**config.mk**
```make
export PLATFORM = sky130hd
export DESIGN_NAME = cordic_sqrt_scheduler
export DESIGN_NICKNAME = d
export VERILOG_FILES = /design/src/rtl/cordic_sqrt_scheduler_pkg.sv /design/src/rtl/cordic_sqrt_scheduler_sync.sv /design/src/rtl/cordic_sqrt_scheduler.sv
export SDC_FILE = /design/constraint.sdc
export NUM_CORES = 1
export LEC_CHECK = 0
export ABC_AREA = 1
export CORE_MARGIN = 8
export CORE_UTILIZATION = 43
export DETAILED_ROUTE_END_ITERATION = 10
export PLACE_DENSITY = 0.87
export SLEW_MARGIN = 20
export SYNTH_ARGS = -nofsm -noshare
export SYNTH_HDL_FRONTEND = slang
export SYNTH_HIERARCHICAL = 1
export SYNTH_SLANG_ARGS = --single-unit
```
**constraint.sdc**
```tcl
create_clock -name ck -period 4.9 [get_ports ck]
set_clock_uncertainty 0.05 [all_clocks]
set_input_delay 0.735 -clock ck [delete_from_list [all_inputs] [get_ports ck]]
set_output_delay 0.735 -clock ck [all_outputs]
set_load 0.1 [all_outputs]
```
**src/rtl/cordic_sqrt_scheduler_pkg.sv**
```systemverilog
// Shared types and widths for the CORDIC square-root scheduler.
package pa_AsyncCordic;

  localparam int unsigned FP32 = 32;
  localparam int unsigned RW   = FP32 + 1;

  typedef enum logic [2:0] {
    StIdle,
    StSetup,
    StWaitHi,
    StWaitLo,
    StResp,
    StHalt
  } t_SchedState;

  // Requester index width, never narrower than one bit.
  function automatic int unsigned id_width(input int unsigned n);
    return (n > 1) ? $clog2(n) : 1;
  endfunction

endpackage

```
**src/rtl/cordic_sqrt_scheduler_sync.sv**
```systemverilog
// Single-bit synchroniser bringing the unit's FINISHED into the scheduler clock domain.
module cordic_sync #(
  parameter int unsigned Stages = 2
) (
  input  logic ck_i,
  input  logic rst_i,
  input  logic d_i,
  output logic q_o
);

  logic [Stages-1:0] sync_q;

  always_ff @(posedge ck_i) begin
    if (rst_i) begin
      sync_q <= '0;
    end else begin
      sync_q <= {sync_q[Stages-2:0], d_i};
    end
  end

  assign q_o = sync_q[Stages-1];

endmodule

```
**src/rtl/cordic_sqrt_scheduler.sv**
```systemverilog
// Round-robin scheduler sharing one asynchronous CORDIC sqrt unit over a four-phase
// bundled-data handshake, with per-wait timeout and a sticky hung-unit fault.
module cordic_sqrt_scheduler
  import pa_AsyncCordic::*;
#(
  parameter int unsigned N_REQ       = 4,
  parameter int unsigned SYNC_STAGES = 2,
  parameter int unsigned TIMEOUT     = 255,
  localparam int unsigned ID_W       = id_width(N_REQ)
) (
  input  logic                      ck,
  input  logic                      arst,
  input  logic [N_REQ-1:0]          req_valid,
  input  logic [N_REQ-1:0][RW-1:0]  req_data,
  output logic [N_REQ-1:0]          req_ready,
  output logic                      rsp_valid,
  input  logic                      rsp_ready,
  output logic [ID_W-1:0]           rsp_id,
  output logic [RW-1:0]             rsp_data,
  output logic                      rsp_err,
  output logic                      fault,
  output logic                      START,
  output logic [RW-1:0]             DATA_I,
  input  logic                      FINISHED,
  input  logic [RW-1:0]             DATA_O
);

  localparam int unsigned CntW   = $clog2(TIMEOUT + 1);
  localparam int unsigned BlankW = $clog2(SYNC_STAGES + 1);

  t_SchedState       state_q, state_d;
  logic [ID_W-1:0]   ptr_q, ptr_d, id_q, id_d;
  logic [RW-1:0]     data_i_q, data_i_d, result_q, result_d;
  logic              start_q, start_d, err_q, err_d, fault_q, fault_d;
  logic [CntW-1:0]   cnt_q, cnt_d;
  logic [BlankW-1:0] blank_q, blank_d;

  logic              fin_s, cnt_hit, settled, grant, gnt_found;
  logic [N_REQ-1:0]  rot;
  logic [ID_W:0]     gnt_sum;
  logic [ID_W-1:0]   gnt_idx;

  cordic_sync #(
    .Stages(SYNC_STAGES)
  ) u_sync (
    .ck_i (ck),
    .rst_i(arst),
    .d_i  (FINISHED),
    .q_o  (fin_s)
  );

  // Rotate valids so bit 0 is the requester at ptr; lowest set bit wins.
  always_comb begin
    rot       = N_REQ'({req_valid, req_valid} >> ptr_q);
    gnt_found = 1'b0;
    gnt_sum   = '0;
    for (int k = int'(N_REQ) - 1; k >= 0; k--) begin
      if (rot[k]) begin
        gnt_found = 1'b1;
        gnt_sum   = {1'b0, ptr_q} + (ID_W+1)'(k);
      end
    end
    if (gnt_sum >= (ID_W+1)'(N_REQ)) begin
      gnt_sum = gnt_sum - (ID_W+1)'(N_REQ);
    end
    gnt_idx = gnt_sum[ID_W-1:0];
  end

  assign cnt_hit = (cnt_q == CntW'(TIMEOUT));
  // fin_s is meaningless until the synchroniser has refilled after reset.
  assign settled = (blank_q == BlankW'(SYNC_STAGES));
  assign grant   = (state_q == StIdle) && settled && !fin_s && gnt_found;

  always_ff @(posedge ck) begin
    if (arst) begin
      state_q  <= StIdle;
      ptr_q    <= '0;
      id_q     <= '0;
      data_i_q <= '0;
      result_q <= '0;
      start_q  <= 1'b0;
      err_q    <= 1'b0;
      fault_q  <= 1'b0;
      cnt_q    <= '0;
      blank_q  <= '0;
    end else begin
      state_q  <= state_d;
      ptr_q    <= ptr_d;
      id_q     <= id_d;
      data_i_q <= data_i_d;
      result_q <= result_d;
      start_q  <= start_d;
      err_q    <= err_d;
      fault_q  <= fault_d;
      cnt_q    <= cnt_d;
      blank_q  <= blank_d;
    end
  end

  always_comb begin
    state_d  = state_q;
    ptr_d    = ptr_q;
    id_d     = id_q;
    data_i_d = data_i_q;
    result_d = result_q;
    start_d  = start_q;
    err_d    = err_q;
    fault_d  = fault_q;
    cnt_d    = cnt_hit ? cnt_q : cnt_q + 1'b1;
    blank_d  = settled ? blank_q : blank_q + 1'b1;
    unique case (state_q)
      StIdle: begin
        if (grant) begin
          data_i_d = req_data[gnt_idx];
          id_d     = gnt_idx;
          state_d  = StSetup;
        end
      end
      StSetup: begin
        start_d = 1'b1;
        cnt_d   = '0;
        state_d = StWaitHi;
      end
      StWaitHi: begin
        if (fin_s) begin
          result_d = DATA_O;
          start_d  = 1'b0;
          cnt_d    = '0;
          state_d  = StWaitLo;
        end else if (cnt_hit) begin
          err_d    = 1'b1;
          result_d = '0;
          start_d  = 1'b0;
          cnt_d    = '0;
          state_d  = StWaitLo;
        end
      end
      StWaitLo: begin
        if (!fin_s) begin
          state_d = StResp;
        end else if (cnt_hit) begin
          fault_d = 1'b1;
          err_d   = 1'b1;
          state_d = StResp;
        end
      end
      StResp: begin
        if (rsp_ready) begin
          ptr_d   = (id_q == ID_W'(N_REQ - 1)) ? '0 : id_q + 1'b1;
          err_d   = 1'b0;
          state_d = fault_q ? StHalt : StIdle;
        end
      end
      StHalt:  state_d = StHalt;
      default: state_d = StIdle;
    endcase
  end

  always_comb begin
    req_ready = '0;
    if (grant) begin
      req_ready[gnt_idx] = 1'b1;
    end
    rsp_valid = (state_q == StResp);
  end

  assign rsp_id   = id_q;
  assign rsp_data = result_q;
  assign rsp_err  = err_q;
  assign fault    = fault_q;
  assign START    = start_q;
  assign DATA_I   = data_i_q;

endmodule

```
==> results.md <==
- Outcome: finished clean
- Area delta synth->final: 58.1%
- Clock sink count: 88
- Die height: 120 um
- F_max: 295 MHz
- DRC viols: 0
- Final min period: 3.39 ns
- DRT Pass-1 Iters: 6
- Period utilization: 0.691
- Yosys warnings: 6
- Routed length per instance: 15.5 um
- Drt initial violations: 407
- Final core occ: 0.684
- Hold_ws: 0.370 ns
- Critical Path Sink Type: output pin
- RD Place Congestion: 0.845
- PwrDens: 401 nW/um2
- Max VDD drop: 0.237 mV
- Full die area: 14300 um2
- Post-Syn Instances: 705
- Worst Hold Class: register to register
- Core Box Area: 10700 um2
- Max-slew violations: 0
- Final #Nets: 1100
- Initial core utilization: 0.433
- Row count: 38
- Top cell type's share of synthesized area: 0.382
- Routed wire length: 16.6 mm
- Leakage: 2.82 nW
- CTS resizes: 0
- CTS Hold Bufs: 0
- Rel. slew slack: 0.312
- Max clock buf depth: 2
- Most Frequent Cell on Critical Path: nand2_1
- Fill count: 930
- Clock Tree Root: clkbuf_8
- CP startpoint kind: input port
- Critical Setup Path Class: input port to output pin
- Top cells by area, synth: dfxtp_1 (38%), nand3_1 (20%), nand2_1 (12%), nor2_1 (7.4%), o21ai_0 (5.0%)
- H-tree levels: 3
- Post-CTS Setup Bufs: 0
- Clock Latency Late Sink: 0.35 ns
- Tot GR Track Use: 0.224
- DR vias: 5498
- Synthesized area per cell: 6.54 um2
- Unrepaired setup endpoints after global routing: false
- Num CTS Buffers: 9
- Final setup viols: 0
- Post-synth EDFFs: 0
- I/O Buffers: 248
- Crit-path cells: clkdlybuf4s50_1 > inv_1 > nand2_1 > nand3_1 > nand2_1 > a21oi_1 > nand2_1 > nand2_2 > nand2_1 > nor2_1 > buf_4
- Cell Area, Synth: 4610 um2
- Arr. time, crit path: 2.60 ns
- CP max-delay cell: clkdlybuf4s50_1
- Area leader, netlist: dfxtp_1
- Worst-path clk slew: 0.09 ns
- Synth unique cells: 28
- Sum Neg Setup Slack: 0 ns
- Commonest non-fill, non-tap cells in the layout: clkdlybuf4s50_1 (244), nand3_1 (182), nand2_1 (145)
- FFs w/ async S/R, synth: 0
- Top_reg_cell synth: dfxtp_1
- Delay-heaviest family, CP: simple AND/OR/NAND/NOR gates
- Post-DP HPWL: 12.4 mm
- Ports: 249
- Vias in the first global route: 5211
- CTS tree: done
- Net Count, Synth: 882
- Sequential share of the synthesized area: 0.382
- Worst slew pin tran: 1.03 ns
- Via density per instance: 5.14
- Global route overflow: 0
- Commonest non-fill, non-tap cell in the layout: clkdlybuf4s50_1
- ANT nets after route: 0
- Critical Path Max Stage Delay: 0.44 ns
- WP data required: 4.12 ns
- Post-synthesis register bit count: 88
- Final Hold Viols: 0
- Crit path max fanout: 14
- Die W: 120 um
- Initial antenna violation count: 1
- Buf/Inv on CP: 3
- Share of post-route cells with drive strength above 1: 0.0442
- Max Cap Violations: 0
- Largest net degree at the start of global routing: 67
- R2r setup slk: 2.24 ns
- First-pass GRT wire length: 26.4 mm
==> synthesized netlist by cell type (3+ instances only) <==
| cell | instances |
|---|---|
| nand3_1 | 183 |
| nand2_1 | 146 |
| nor2_1 | 91 |
| dfxtp_1 | 88 |
| o21ai_0 | 46 |
| a21oi_1 | 45 |
| inv_1 | 33 |
| buf_2 | 18 |
| clkbuf_1 | 14 |
| buf_4 | 11 |
| ha_1 | 4 |
| a31oi_1 | 3 |
| buf_1 | 3 |
| buf_6 | 3 |
==> report_power, final <==
| part | switching [mW] | internal, mW | total (mW) | leakage (nW) |
|---|---|---|---|---|
| clock | 0.277 | 0.256 | 0.534 | 0.104 |
| sequential | 0.0619 | 0.832 | 0.894 | 0.714 |
| combinational | 1.07 | 0.419 | 1.49 | 2.00 |
| total | 1.41 | 1.51 | 2.92 | 2.82 |
==> cells by family (layout without fill, tap and decap cells) <==
family                     after synthesis  in the layout  share of synthesized area
other                                    0              1                          0
and+or+nand+nor                        425            425                      0.399
AOI/OAI and AO/OA                      101            101                      0.115
xor gates and xnor gates                 3              3                    0.00570
adders and majority gates                4              4                     0.0109
buffers and inverters                   84            307                     0.0872
DFF                                     88             88                      0.382
==> flip-flops by register name, indices dropped and copies added, names as in the netlist <==
signal	count
START	1
fault	1
blank_q	2
rsp_err	1
DATA_I	33
cnt_q	8
u_sync/sync_q	2
ptr_q	2
rsp_data	33
state_q	3
rsp_id	2
==> through the flow <==
step                      std cells  cell area (um2)  total power [mW]  setup slack, ns
after floorplan                 705             4610              1.98            0.527
after global placement         1052             7070              2.39             1.57
after detailed placement       1052             7070              2.40             1.52
after CTS                      1068             7280              2.94             1.51
after global routing           1069             7280              3.06             1.33
final                          1069             7280              2.92             1.51
==> area by class of cell <==
type / count / area, um2 / area share
inverter: 35 / 131 / 0.0180
timing repair buffer: 256 / 2540 / 0.349
antenna: 1 / 2.50 / 0.000344
sequential: 88 / 1760 / 0.242
tap: 140 / 175 / 0.0240
clock buffer: 10 / 138 / 0.0189
multi-input combinational: 533 / 2460 / 0.338
clock inverter: 6 / 72.6 / 0.00996
==> tightest hold or removal path, delay by kind of cell, from the launching register on <==
| family | cells | cell delay, ns |
|---|---|---|
| AND/OR/NAND/NOR | 1 | 0.03 |
| flip-flops | 1 | 0.31 |
| buffers and inverters | 1 | 0.04 |
==> worst paths after layout <==
path	startpoint	depth (start not counted)	end
hold / removal	u_sync/sync_q[0]	2	u_sync/sync_q[1]
hold reg to reg	u_sync/sync_q[0]	2	u_sync/sync_q[1]
setup reg to reg	ptr_q[0]	13	DATA_I[24]
setup / recovery	req_valid[1]	11	req_ready[3]
==> routing by layer <==
metal / part of all wire / vias to the layer above / GRT usage
li1: - / 2786 / -
met1: 0.38 / 2467 / 0.250
met2: 0.49 / 229 / 0.375
met3: 0.11 / 16 / 0.105
met4: 0.017 / 0 / 0.0664
met5: 0 / - / 0
Power figures use the tool's default switching activity.
